## src/rtl/uart_rx_fifo_pkg.sv

```systemverilog
// Shared UART definitions: data width, default FIFO depth and entry width.
// Imported by the receive FIFO and intended for the receiver and TX FIFO too.
package uart_rx_fifo_pkg;

  // Width of a received UART word (up to 9 data bits).
  localparam int UART_DATA_W = 9;

  // Default FIFO depth, expressed as log2 of the number of entries.
  localparam int UART_FIFO_DEPTH_LOG2 = 4;

  // Each stored entry is {parity_err, data}.
  function automatic int uart_entry_w(input int data_w);
    return data_w + 1;
  endfunction

endpackage

```

## src/rtl/uart_fifo_mem.sv

```systemverilog
// Register-array FIFO storage: synchronous write, asynchronous read.
// Contents are deliberately not reset so the array maps onto plain flops or
// distributed RAM; shared between the RX and TX FIFOs.
module uart_fifo_mem #(
  parameter int ADDR_W = 4,
  parameter int WIDTH  = 10
) (
  input  logic              i_clk,
  input  logic              i_we,
  input  logic [ADDR_W-1:0] i_waddr,
  input  logic [WIDTH-1:0]  i_wdata,
  input  logic [ADDR_W-1:0] i_raddr,
  output logic [WIDTH-1:0]  o_rdata
);

  logic [WIDTH-1:0] r_mem [2**ADDR_W];

  // Store the incoming entry when the controller grants a write.
  always_ff @(posedge i_clk) begin
    if (i_we) begin
      r_mem[i_waddr] <= i_wdata;
    end
  end

  assign o_rdata = r_mem[i_raddr];

endmodule

```

## src/rtl/uart_rx_fifo.sv

```systemverilog
// Receive-side FIFO between uart_rx and the bus read logic.
// Show-ahead read, sticky overflow, optional level interrupt enabled by
// defining UART_RX_FIFO_IRQ_EN (otherwise o_irq is tied low).
// Handshake: i_wr and i_rd are single-cycle strobes with no back-pressure;
// a write is taken when there is room (or a pop frees a slot the same cycle),
// a pop is taken when the FIFO is not empty; anything else is dropped.
module uart_rx_fifo
  import uart_rx_fifo_pkg::*;
#(
  parameter int DEPTH_LOG2 = UART_FIFO_DEPTH_LOG2,
  parameter int DATA_W     = UART_DATA_W
) (
  input  logic                  i_clk,
  input  logic                  i_rst,
  input  logic                  i_wr,
  input  logic [DATA_W-1:0]     i_wr_data,
  input  logic                  i_wr_parity_err,
  input  logic                  i_rd,
  input  logic                  i_flush,
  input  logic [DEPTH_LOG2:0]   i_threshold,
  output logic [DATA_W-1:0]     o_rd_data,
  output logic                  o_rd_parity_err,
  output logic                  o_empty,
  output logic                  o_full,
  output logic [DEPTH_LOG2:0]   o_count,
  output logic                  o_overflow,
  output logic                  o_irq
);

  localparam int ENTRY_W = uart_entry_w(DATA_W);
  localparam logic [DEPTH_LOG2:0] LP_DEPTH = (DEPTH_LOG2+1)'(2**DEPTH_LOG2);

  logic [DEPTH_LOG2-1:0] r_wr_ptr;
  logic [DEPTH_LOG2-1:0] r_rd_ptr;
  logic [DEPTH_LOG2:0]   r_count;
  logic                  r_overflow;

  logic                  w_empty;
  logic                  w_full;
  logic                  w_wr_ok;
  logic                  w_rd_ok;
  logic                  w_drop;
  logic [DEPTH_LOG2:0]   w_count_nxt;
  logic                  w_overflow_nxt;
  logic [ENTRY_W-1:0]    w_rd_entry;

  // Count is the single source of truth for empty/full.
  assign w_empty = (r_count == '0);
  assign w_full  = (r_count == LP_DEPTH);

  // A pop in the same cycle frees a slot, so a full FIFO still takes the write.
  assign w_wr_ok = i_wr && (!w_full || i_rd);
  assign w_rd_ok = i_rd && !w_empty;
  assign w_drop  = i_wr && w_full && !i_rd;

  // Next-state count and overflow; flush wins over same-cycle strobes.
  always_comb begin
    w_count_nxt    = r_count;
    w_overflow_nxt = r_overflow;
    if (i_flush) begin
      w_count_nxt    = '0;
      w_overflow_nxt = 1'b0;
    end else begin
      w_count_nxt    = r_count + {{DEPTH_LOG2{1'b0}}, w_wr_ok}
                               - {{DEPTH_LOG2{1'b0}}, w_rd_ok};
      w_overflow_nxt = r_overflow || w_drop;
    end
  end

  // Pointer, count and overflow registers.
  always_ff @(posedge i_clk) begin
    if (!i_rst) begin
      r_wr_ptr   <= '0;
      r_rd_ptr   <= '0;
      r_count    <= '0;
      r_overflow <= 1'b0;
    end else begin
      r_count    <= w_count_nxt;
      r_overflow <= w_overflow_nxt;
      if (i_flush) begin
        r_wr_ptr <= '0;
        r_rd_ptr <= '0;
      end else begin
        if (w_wr_ok) r_wr_ptr <= r_wr_ptr + 1'b1;
        if (w_rd_ok) r_rd_ptr <= r_rd_ptr + 1'b1;
      end
    end
  end

  uart_fifo_mem #(
    .ADDR_W (DEPTH_LOG2),
    .WIDTH  (ENTRY_W)
  ) u_mem (
    .i_clk   (i_clk),
    .i_we    (w_wr_ok && i_rst && !i_flush),
    .i_waddr (r_wr_ptr),
    .i_wdata ({i_wr_parity_err, i_wr_data}),
    .i_raddr (r_rd_ptr),
    .o_rdata (w_rd_entry)
  );

  assign o_rd_data       = w_rd_entry[DATA_W-1:0];
  assign o_rd_parity_err = w_rd_entry[DATA_W];
  assign o_empty         = w_empty;
  assign o_full          = w_full;
  assign o_count         = r_count;
  assign o_overflow      = r_overflow;

`ifdef UART_RX_FIFO_IRQ_EN
  logic r_irq;

  // Level interrupt from next-state count so it tracks o_count exactly.
  always_ff @(posedge i_clk) begin
    if (!i_rst) begin
      r_irq <= 1'b0;
    end else begin
      r_irq <= ((w_count_nxt >= i_threshold) && (i_threshold != '0))
               || w_overflow_nxt;
    end
  end

  assign o_irq = r_irq;
`else
  logic w_unused_threshold;
  assign w_unused_threshold = ^i_threshold;
  assign o_irq = 1'b0;
`endif

endmodule

```

## config.mk

```make
export PLATFORM = sky130hd
export DESIGN_NAME = uart_rx_fifo
export DESIGN_NICKNAME = d
export VERILOG_FILES = /design/src/rtl/uart_rx_fifo_pkg.sv /design/src/rtl/uart_fifo_mem.sv /design/src/rtl/uart_rx_fifo.sv
export SDC_FILE = /design/constraint.sdc
export NUM_CORES = 1
export LEC_CHECK = 0
export CORE_MARGIN = 1
export CORE_UTILIZATION = 45
export CTS_CLUSTER_SIZE = 14
export DETAILED_ROUTE_END_ITERATION = 6
export PLACE_DENSITY = 0.63
export SLEW_MARGIN = 20
export SYNTH_ARGS = -nofsm -noshare
export SYNTH_HDL_FRONTEND = slang
export SYNTH_SLANG_ARGS = --single-unit
```

## constraint.sdc

```tcl
create_clock -name i_clk -period 6 [get_ports i_clk]
set_input_delay 0.9 -clock i_clk [delete_from_list [all_inputs] [get_ports i_clk]]
set_output_delay 0.9 -clock i_clk [all_outputs]
set_load 0.02 [all_outputs]
```

* Yosys cells after proc, flatten, opt, wreduce, memory -nomap -nowiden
Memories as Yosys holds them, arrays and structs flattened. A register that Yosys moved wholly into a read port is not among the register bits.
Cells that the tools add are included.
** Storage, ports and cells
- Memory bits (writable) :: 160
- Logic and storage cells :: 29
- Input port bits :: 20
- Output and inout bits :: 19
- Bits in registers :: 14
- Memories kept :: 1
** Cells by class
- Bitwise logic cells :: 1
- Equal/unequal tests :: 1
- Mux-type cells :: 4
- Add/sub/neg operators :: 4
- Reductions and logical operators :: 14
** Memory list
- u_mem.r_mem :: words 16, bits a word 10, rd ports 1, clocked after memory_dff 1, write ports 1, RTL line uart_fifo_mem.sv:16 : logic [WIDTH-1:0] r_mem [2**ADDR_W];
** Operator list (number)
- 4-bit by 1-bit adder with 4-bit output, second input constant :: 2
- 4-bit two-way mux :: 2
- 1-bit logical AND :: 6
- 5-bit by 1-bit adder with 5-bit output :: 1
- 5-bit equality test, second input constant :: 1
- 5-bit zero test :: 1
- 5-bit by 1-bit subtractor with 5-bit output :: 1
- 1-bit zero test :: 4
- 1-bit logical OR :: 2
- 1-bit two-way mux :: 2
- 2-bit OR reduction :: 1
- 1-bit inverter :: 1

* Depth between registers and ports, before layout
Gate-level depths: netlist of run 1.
- Word-level depth :: 8
- Mapped depth :: 14
- Depth with buffers taken out :: 14

* Modules after synthesis
From an unflattened synthesis of run 1, not the netlist that was laid out.
** Unflattened totals
- Cell total of the unflattened synthesis :: 360
- Area total of the unflattened synthesis :: 6979.2 µm²
** Modules (own cells, without submodules)
- uart_fifo_mem :: cells each 269, times used 1, area an instance 6153.4 µm², seq. area each 4804.6 µm²
- uart_rx_fifo :: cells each 91, times used 1, area an instance 825.8 µm², seq. area each 280.3 µm²

* Least setup slack after synthesis of run 1
No wires, ideal clock.
- Path kind :: reg2reg
- Start :: register r_count[2], in the netlist o_count[2]
- End :: register r_count[4], in the netlist o_count[4]
- Clock period less this slack :: 2934 ps
- Data arrival time :: 2864 ps
- Path slack :: 3066 ps
- Cell stages (with the launch flop) :: 15
- Data required time :: 5930 ps
- Setup time :: 70 ps
- Buffers on the path :: 0
- Cells stage by stage :: dfxtp_1 > inv_1 > ha_1 > nand4bb_1 > inv_1 > a21boi_2 > inv_1 > ha_1 > inv_1 > ha_1 > fa_1 > a21oi_1 > nor2_1 > or3_1 > a21oi_1
** Between the ends
- Word-level cells in the longest chain between the ends :: 6
- Elaborated cells between the ends (all ways) :: 9
- Those cells by class :: add/sub: 2; eq/ne: 1; reduce/logical: 6
** Ends and longest elaborated chain
- start, declared :: RTL line uart_rx_fifo.sv:35 : logic [DEPTH_LOG2:0] r_count;
- start signal, assigned :: RTL line uart_rx_fifo.sv:78 : r_count <= w_count_nxt;
- 5-bit equality test :: RTL line uart_rx_fifo.sv:49 : assign w_full = (r_count == LP_DEPTH);
- via o_full :: RTL line uart_rx_fifo.sv:24 : output logic o_full,
- 1-bit zero test :: RTL line uart_rx_fifo.sv:52 : assign w_wr_ok = i_wr && (!w_full || i_rd);
- 1-bit logical OR :: RTL line uart_rx_fifo.sv:52
- 1-bit logical AND :: RTL line uart_rx_fifo.sv:52
- 5-bit by 1-bit adder with 5-bit output :: RTL line uart_rx_fifo.sv:64 : w_count_nxt = r_count + {{DEPTH_LOG2{1'b0}}, w_wr_ok}
- 5-bit by 1-bit subtractor with 5-bit output :: RTL line uart_rx_fifo.sv:65 : - {{DEPTH_LOG2{1'b0}}, w_rd_ok};
The timed path passes the listed nets, and every way through them passes these cells.
A chain may end at the register's enable or synchronous reset.

==> impl_metrics.json, run 1 <==
{
  "run_status": "finished clean",
  "irDropWorstVdd_uv": 210.8,
  "ctsLongestPathBuffers": 2,
  "fin_crit_sh": 0.6973,
  "post_cts_sizing": 0,
  "synth_seq_area_share": 0.7373,
  "r2r-end": "o_count[4]",
  "port_buffers": 32,
  "synth-xor-area-share": 0.01125,
  "worst_ep_arrival_time_ns": 3.28,
  "hold_depth": 2,
  "initial_utilization": 0.4608,
  "globalplace.congestion": 0.7009,
  "synth_warnings": 0,
  "finalCoreUtilization": 0.5303,
  "pwr_density_cell_mw_per_mm2": 360.6,
  "routed-via-count": 3344,
  "synth.ff_latch_count": 178,
  "design.portCount": 39,
  "grt_setup_unrepaired": "no",
  "cts_setup_buffers": 0,
  "mostFrequentLayoutCell": "sky130_fd_sc_hd__edfxtp_1",
  "critical-path-slowest-cell": "sky130_fd_sc_hd__dfxtp_2",
  "hold_start": "o_overflow",
  "drt-initial-drc-count": 227,
  "critPathMaxFanout": 23,
  "first_global_vias": 3481,
  "cts_root_buffer": "sky130_fd_sc_hd__clkbuf_16",
  "post_synthesis_to_final_layout_area_growth_pct": 15.07,
  "synth-edff-count": 160,
  "post_synth_mux_area_share": 0.1350,
  "route.met3.wl_um": 703,
  "yosys.area_share.adder": 0.02250,
  "grt_usage": 0.1752,
  "worst_hold_path.endpoint": "o_overflow",
  "report.final.slew_viol_count": 0,
  "synth_top_area_cell": "sky130_fd_sc_hd__edfxtp_1",
  "grt_max_degree": 41,
  "timing.reg2reg.setup_slack_ns": 2.99,
  "synth_compound_area_frac": 0.03108,
  "clock_skew_ns": 0.02300,
  "setup-tns-final_ns": 0,
  "routed_wire_length_per_instance_um": 21.76,
  "synthSimpleGateAreaFrac": 0.04251,
  "cts.hold.buffers_added": 0,
  "number_of_cell_instances_on_the_worst_register_to_register_path": 14,
  "worst_hold_check_path_type": "flop to flop",
  "critical_path_required_ns": 5.10,
  "synthDominantCellAreaShare": 0.6858,
  "maxCapViolations": 0,
  "die_height_um": 126.8,
  "crit_path_end_kind": "primary output",
  "postSynth.topFlopCell": "sky130_fd_sc_hd__edfxtp_1",
  "cts.reportedPaths.clkPinSlew_ns": 0.07,
  "postSynth.asyncResetShare": 0,
  "grt_antenna_before_repair": 0,
  "power.static_leakage_nw": 2.565,
  "routed_wirelength_um": 13080,
  "synth.area.top_cells": "sky130_fd_sc_hd__edfxtp_1, sky130_fd_sc_hd__mux4_2, sky130_fd_sc_hd__dfxtp_1",
  "layout.cells.most_common_list": "sky130_fd_sc_hd__edfxtp_1, sky130_fd_sc_hd__clkdlybuf4s50_1, sky130_fd_sc_hd__mux4_2",
  "detail_route.vias_per_cell": 5.564,
  "syn_nets": 394,
  "synth_area_mm2": 0.007005,
  "cts-buffers-inserted": 17,
  "drt-met1-wl_um": 5917,
  "drtPass1Iterations": 4,
  "cts_tree": "built",
  "htree_levels": 4,
  "placeableCoreArea_mm2": 0.01520,
  "criticalPathCategory": "flop to primary output",
  "placement_rows": 45,
  "grt_residual_overflow": 0,
  "die_x_um": 126.8,
  "crit_chain": "buf_4 > mux4_1 > a22oi_1 > nand2_1 > clkdlybuf4s50_1",
  "nNetsFinal": 432,
  "max_clock_freq_mhz": 239.0,
  "ant_nets": 0,
  "top_signal_layer_used": "met4",
  "dp_hpwl_um": 7960,
  "r2r-start": "o_count[2]",
  "grt_pass1_wl_um": 19950,
  "cpPeakStageDelay_ns": 0.87,
  "numClockSinks": 178,
  "final-hold-violation-count": 0,
  "routed-wl-met2_um": 6342,
  "antennaDiodeCount": 0,
  "layout_min_cycle_time_ns": 4.184,
  "worst_setup_path_start_kind": "flop",
  "drive_gt1_frac": 0.1525,
  "remaining_max_slew_budget_at_the_tightest_pin": 0.2655,
  "worst-slew-pin-transition_ns": 1.098,
  "post_synthesis_instance_total": 362,
  "clk_latency_ns": 0.44,
  "average_size_of_a_mapped_cell_um2": 19.35,
  "die_area_mm2": 0.01607,
  "synth.lib_cells_used.distinct": 34,
  "synth_top_family_by_area": "multiplexers",
  "drc": 0,
  "report.final.setup_viol": 0
}
-- final cells by class --
type                       instances  area, um^2
fill                            1203        7141
clock inverter                    12       140.1
multi-input combinational        158        1709
timing repair buffer              33       327.8
sequential                       178        5167
tap                              188       235.2
inverter                          12       45.04
clock buffer                      20       436.7
-- metal layers --
layer / track usage / vias to the layer above
met5: 0 / -
met4: 0.06933 / 0
met3: 0.03922 / 8
met2: 0.2792 / 93
met1: 0.2365 / 1716
li1: - / 1527
-- per-stage QoR --
stage          total power [mW]  instances  hold WS (ns)  instance area, um^2  setup WS [ns]
3_5_place_dp              1.853        569        0.4669                 7477          2.211
5_1_grt                   3.010        601        0.5111                 8061          1.640
3_3_place_gp              1.845        569        0.4553                 7477          2.210
6_report                  2.907        601        0.4839                 8061          1.816
2_1_floorplan             1.716        362        0.4629                 7005          3.066
4_1_cts                   2.934        601        0.4876                 8054          1.730
-- critical path, delay by kind of cell, from the launching register on --
family	cells	cell delay [ns]
buffers and inverters	2	1.03
flip-flops	1	0.87
multiplexers	1	0.63
AO/OA/AOI/OAI	1	0.21
AND/OR/NAND/NOR	1	0.10
-- worst max path at each step --
stage                     startpoint               to  slack [ns]  depth (start not counted)
after floorplan           o_count[2]       o_count[4]        3.07                         14
after global placement          flop  o_rd_parity_err        2.21                          5
after detailed placement        flop  o_rd_parity_err        2.21                          5
after CTS                       flop     o_rd_data[0]        1.73                          5
after global routing            flop  o_rd_parity_err        1.64                          5
final                           flop     o_rd_data[0]        1.82                          5
-- logic make-up (layout without fill, tap and decap cells) --
family          count (synthesis)  count (layout)
mux                            40              40
other cells                     1               1
buf+inv                        26              77
simple gates                   65              65
flops                         178             178
compound gates                 31              31
fa+ha+maj                      12              12
xor+xnor                        9               9
-- cell usage after synthesis, drive strengths merged (5+ instances only) --
library cell	count
mux4	40
buf	11
a22oi	20
inv	12
ha	11
xor2	5
nor2	29
a21oi	6
dfxtp	18
nand2	18
edfxtp	160
-- power breakdown --
part	switching, mW	internal, mW
clock	0.436	0.648
sequential	0.0376	1.37
combinational	0.204	0.211
-- flip-flops by register name, indices dropped and copies added (netlist names), named ones only --
signal and count:
r_wr_ptr 4, o_overflow 1, u_mem.r_mem 160, r_rd_ptr 4, o_count 5
Note: power is estimated with default switching activity, not from simulation.
==> run 2, diff against run 1 <==
==> constraint.sdc (replaced) <==
create_clock -name i_clk -period 4.4 [get_ports i_clk]
set_input_delay 0.66 -clock i_clk [delete_from_list [all_inputs] [get_ports i_clk]]
set_output_delay 0.66 -clock i_clk [all_outputs]
set_load 0.02 [all_outputs]
==> impl_metrics.json, run 2 (synthesis results as in run 1) <==
{
  "run_status": "finished clean",
  "cts_setup_buffers": 0,
  "detailedPlace.worstSlack_ns": 0.8837,
  "power.static_leakage_nw": 2.659,
  "critical_path_required_ns": 3.74,
  "hold_depth": 2,
  "grt_antenna_before_repair": 0,
  "max_clock_freq_mhz": 282.1,
  "ctsLongestPathBuffers": 2,
  "finalNonFillerCells": 618,
  "post_cts_sizing": 0,
  "worst_slack_ns": 0.8545,
  "pwr_density_cell_mw_per_mm2": 483.3,
  "globalplace.congestion": 0.7236,
  "remaining_max_slew_budget_at_the_tightest_pin": 0.2974,
  "grt_residual_overflow": 0,
  "cts.hold.buffers_added": 0,
  "routed_wire_length_per_instance_um": 21.12,
  "grt_pass1_wl_um": 20170,
  "maxCapViolations": 0,
  "first_global_vias": 3507,
  "dpl_cells": 586,
  "cts.reportedPaths.clkPinSlew_ns": 0.06,
  "design.portCount": 39,
  "worst_hold_path.endpoint": "o_overflow",
  "hold_start": "o_overflow",
  "setup-tns-final_ns": 0,
  "largest_reg_flops": 160,
  "numClockSinks": 178,
  "p_total_mw": 3.955,
  "final-hold-violation-count": 0,
  "drive_gt1_frac": 0.1791,
  "initial_utilization": 0.4608,
  "drt-initial-drc-count": 261,
  "irDropWorstVdd_uv": 319.1,
  "routed_wirelength_um": 13050,
  "placement_rows": 45,
  "finalCoreUtilization": 0.5384,
  "grt_max_degree": 34,
  "nNetsFinal": 449,
  "worst_hold_check_path_type": "flop to flop",
  "cts_tree": "built",
  "post_synthesis_to_final_layout_area_growth_pct": 16.82,
  "die_area_mm2": 0.01607,
  "layout.cells.most_common_list": "sky130_fd_sc_hd__edfxtp_1, sky130_fd_sc_hd__clkdlybuf4s50_1, sky130_fd_sc_hd__mux4_2, sky130_fd_sc_hd__nor2_1, sky130_fd_sc_hd__a22oi_1",
  "worst-slew-pin-transition_ns": 1.050,
  "report.final.setup_viol": 0,
  "clock_skew_ns": 0.01004,
  "cts_root_buffer": "sky130_fd_sc_hd__clkbuf_16",
  "worst_setup_path_start_kind": "flop",
  "routed-via-count": 3361,
  "ant_nets": 0,
  "die_x_um": 126.8,
  "grt_usage": 0.1773,
  "clk_latency_ns": 0.42,
  "detail_route.vias_per_cell": 5.439,
  "critPathMaxFanout": 12,
  "port_buffers": 32,
  "r2r-start": "o_count[2]",
  "fin_crit_sh": 0.8058,
  "worst_ep_arrival_time_ns": 2.89,
  "grt_setup_unrepaired": "no",
  "drc": 0,
  "htree_levels": 4,
  "antennaDiodeCount": 0,
  "crit_path_end_kind": "primary output",
  "placeableCoreArea_mm2": 0.01520,
  "die_height_um": 126.8,
  "dp_hpwl_um": 8412,
  "timing.reg2reg.setup_slack_ns": 1.35,
  "layout_min_cycle_time_ns": 3.545,
  "cts-buffers-inserted": 17,
  "mostFrequentLayoutCell": "sky130_fd_sc_hd__edfxtp_1",
  "criticalPathCategory": "flop to primary output",
  "top_register": "u_mem.r_mem",
  "report.final.slew_viol_count": 0,
  "number_of_cell_instances_on_the_worst_register_to_register_path": 14,
  "r2r-end": "o_count[4]",
  "drtPass1Iterations": 4
}
[run 2: cell types whose count changed in the layout (fill, tap and decap cells not counted), sizes merged]
cell | previous run | this run
buf | 1 | 18
clkinv | 6 | 7
clkinvlp | 3 | 2
[run 2: stage by stage]
| step | instance area, um^2 | hold WS, ns |
|---|---|---|
| 2_1_floorplan | 7005 | 0.4629 |
| 3_3_place_gp | 7605 | 0.4549 |
| 3_5_place_dp | 7605 | 0.4757 |
| 4_1_cts | 8182 | 0.5068 |
| 5_1_grt | 8184 | 0.5309 |
| 6_report | 8184 | 0.4967 |
[run 2: worst max path at each step]
stage | end | depth (start not counted) | slack (ns)
floorplan | o_count[4] | 14 | 1.47
global placement | o_count[4] | 12 | 1.00
detailed placement | o_count[4] | 12 | 0.88
CTS | o_rd_data[4] | 5 | 0.81
global route | o_rd_data[4] | 5 | 0.66
finish | o_rd_data[4] | 5 | 0.85
[run 2: report_power, final]
part	switching [mW]	internal [mW]	total [mW]
Sequential	0.0369	1.87	1.91
Combinational	0.297	0.294	0.590
Clock	0.576	0.884	1.46
Total	0.909	3.05	3.96
[run 2: final cells by class]
| class | count | area, um^2 |
|---|---|---|
| Clock inverter | 12 | 140.1 |
| Timing Repair Buffer | 50 | 455.4 |
| Tap cell | 188 | 235.2 |
| Fill cell | 1199 | 7018 |
| Multi-Input combinational cell | 158 | 1704 |
| Clock buffer | 20 | 436.7 |
| Inverter | 12 | 45.04 |
| Sequential cell | 178 | 5167 |
[run 2: per-layer routing]
layer  part of all wire  vias up  global-route usage
met5                  0        -                   0
met2               0.52       86              0.2905
met3              0.058        7             0.04133
li1                   -     1558                   -
met4             0.0076        0             0.06303
met1               0.41     1710              0.2339
[run 2: critical path: stages, from the launching register on]
cell,delay [ns]
sky130_fd_sc_hd__dfxtp_2,0.56
sky130_fd_sc_hd__buf_4,0.32
sky130_fd_sc_hd__mux4_1,0.57
sky130_fd_sc_hd__a22oi_1,0.30
sky130_fd_sc_hd__nand2_1,0.15
sky130_fd_sc_hd__clkdlybuf4s50_1,0.56
==> run 3, diff against run 2 <==
--- a/config.mk
+++ b/config.mk
@@ -9,7 +9,7 @@
 export CORE_UTILIZATION = 45
 export CTS_CLUSTER_SIZE = 14
 export DETAILED_ROUTE_END_ITERATION = 6
-export PLACE_DENSITY = 0.63
+export PLACE_DENSITY = 0.65
 export SLEW_MARGIN = 20
 export SYNTH_ARGS = -nofsm -noshare
 export SYNTH_HDL_FRONTEND = slang
==> constraint.sdc (replaced) <==
create_clock -name i_clk -period 3 [get_ports i_clk]
set_input_delay 0.45 -clock i_clk [delete_from_list [all_inputs] [get_ports i_clk]]
set_output_delay 0.45 -clock i_clk [all_outputs]
set_load 0.02 [all_outputs]
==> impl_metrics.json, run 3 (synthesis results as in run 1) <==
{
  "drt-initial-drc-count": 255,
  "cts_tree": "built",
  "grt_max_degree": 41,
  "initial_utilization": 0.4608,
  "drc": 0,
  "cts_root_buffer": "sky130_fd_sc_hd__clkbuf_16",
  "globalplace.congestion": 0.7176,
  "first_global_vias": 3572,
  "timing.critical_path.max_delay_family": "simple AND/OR/NAND/NOR gates",
  "report.final.setup_viol": 0,
  "nNetsFinal": 456,
  "maxCapViolations": 0,
  "critical-path-slowest-cell": "sky130_fd_sc_hd__or4b_4",
  "pwr_density_cell_mw_per_mm2": 712.9,
  "grt_usage": 0.1834,
  "worst_ep_arrival_time_ns": 3.23,
  "power.static_leakage_nw": 2.777,
  "numClockSinks": 178,
  "post_synthesis_to_final_layout_area_growth_pct": 19.20,
  "htree_levels": 4,
  "detail_route.vias_per_cell": 5.509,
  "drtPass1Iterations": 4,
  "top_register": "u_mem.r_mem",
  "max_clock_freq_mhz": 348.4,
  "detailedPlace.worstSlack_ns": 0.04604,
  "cts.reportedPaths.clkPinSlew_ns": 0.06,
  "worst-slew-pin-transition_ns": 1.081,
  "placeableCoreArea_mm2": 0.01520,
  "finish.instance_area_mm2": 0.008351,
  "routed_wirelength_um": 13470,
  "run_status": "finished clean",
  "setup-tns-final_ns": 0,
  "routed-via-count": 3443,
  "dp_hpwl_um": 8146,
  "clock_skew_ns": 0.005425,
  "clk_latency_ns": 0.42,
  "worst_slack_ns": 0.1299,
  "final-hold-violation-count": 0,
  "fin_crit_sh": 0.9567,
  "place_area_mm2": 0.007687,
  "worst_hold_slack_ns": 0.4935,
  "worst_setup_path_start_kind": "flop",
  "mostFrequentLayoutCell": "sky130_fd_sc_hd__edfxtp_1",
  "design.portCount": 39,
  "cts.hold.buffers_added": 0,
  "worst_hold_check_path_type": "flop to flop",
  "drive_gt1_frac": 0.2082,
  "crit_path_end_kind": "flop",
  "fillcell_total": 1193,
  "largest_reg_flops": 160,
  "grt_residual_overflow": 0,
  "grt_setup_unrepaired": "yes",
  "grt_antenna_before_repair": 0,
  "die_area_mm2": 0.01607,
  "layout_min_cycle_time_ns": 2.870,
  "die_height_um": 126.8,
  "port_buffers": 32,
  "cts-buffers-inserted": 17,
  "multi_input_area_mm2": 0.001735,
  "final-seq-area_mm2": 0.005167,
  "critical_path_required_ns": 3.36,
  "antennaDiodeCount": 0,
  "cpPeakStageDelay_ns": 0.52,
  "layout.cells.most_common_list": "sky130_fd_sc_hd__edfxtp_1, sky130_fd_sc_hd__nor2_1, sky130_fd_sc_hd__mux4_2",
  "remaining_max_slew_budget_at_the_tightest_pin": 0.2767,
  "routed_wire_length_per_instance_um": 21.56,
  "placement_rows": 45,
  "die_x_um": 126.8,
  "ant_nets": 0,
  "ctsLongestPathBuffers": 2,
  "report.final.slew_viol_count": 0,
  "criticalPathCategory": "flop to flop",
  "crit_path_buffers_inverters": 3,
  "crit_chain": "inv_1 > ha_1 > or4b_4 > nand2_4 > inv_1 > ha_1 > inv_1 > ha_1 > fa_2 > a21oi_1 > nor2_1 > or3_1 > a21oi_2",
  "critPathMaxFanout": 5,
  "grt_pass1_wl_um": 20710,
  "irDropWorstVdd_uv": 507.4
}
==> run 3: report_power, final <==
| part | leakage (nW) | internal (mW) | total (mW) | switching (mW) |
|---|---|---|---|---|
| combinational | 0.894 | 0.472 | 0.934 | 0.462 |
| clock | 0.297 | 1.37 | 2.24 | 0.863 |
| sequential | 1.59 | 2.74 | 2.78 | 0.0416 |
==> run 3: stage by stage <==
step	utilization	std cells	power [mW]
floorplan	-	362	3.432
global placement	0.5057	592	3.711
detailed placement	0.5057	592	3.733
CTS	0.5479	625	5.977
global route	0.5493	625	6.171
finish	0.5493	625	5.953
==> run 3: timing repair <==
item | in CTS | in global routing
hold endpoints to repair | 0 | 0
gates cloned | 1 | 0
resized for setup | 11 | 7
setup buffers | 0 | 0
endpoints found under the setup margin | 7 | 4
==> run 3: worst paths after layout <==
check / start / end / slack (ns) / depth (start not counted)
max: o_count[2] / o_count[4] / 0.13 / 13
min reg2reg: o_overflow / o_overflow / 0.49 / 2
max reg2reg: o_count[2] / o_count[4] / 0.13 / 13
min: o_overflow / o_overflow / 0.49 / 2
==> run 3: layer usage <==
metal  vias up  wire, um  global-route usage
met1      1753      5948              0.2441
met2       100      6554              0.2961
met5         -         0                   0
met4         0       199             0.06723
li1       1573         -                   -
met3        17       770             0.04471
==> run 3: cell type report <==
cell class                 instances  area share
clock buffer                      18     0.05139
multi-input combinational        158      0.2078
clock inverter                    14     0.02023
timing repair buffer              57     0.06817
inverter                          12    0.005394
tap                              188     0.02817
sequential                       178      0.6188
==> run 3: worst reg2reg max path, stage by stage, from the launching register on <==
cell and delay (ns):
sky130_fd_sc_hd__dfxtp_1 0.33, sky130_fd_sc_hd__inv_1 0.09, sky130_fd_sc_hd__ha_1 0.17, sky130_fd_sc_hd__or4b_4 0.52, sky130_fd_sc_hd__nand2_4 0.10, sky130_fd_sc_hd__inv_1 0.04
sky130_fd_sc_hd__ha_1 0.26, sky130_fd_sc_hd__inv_1 0.04, sky130_fd_sc_hd__ha_1 0.20, sky130_fd_sc_hd__fa_2 0.36, sky130_fd_sc_hd__a21oi_1 0.15, sky130_fd_sc_hd__nor2_1 0.06
sky130_fd_sc_hd__or3_1 0.36, sky130_fd_sc_hd__a21oi_2 0.14
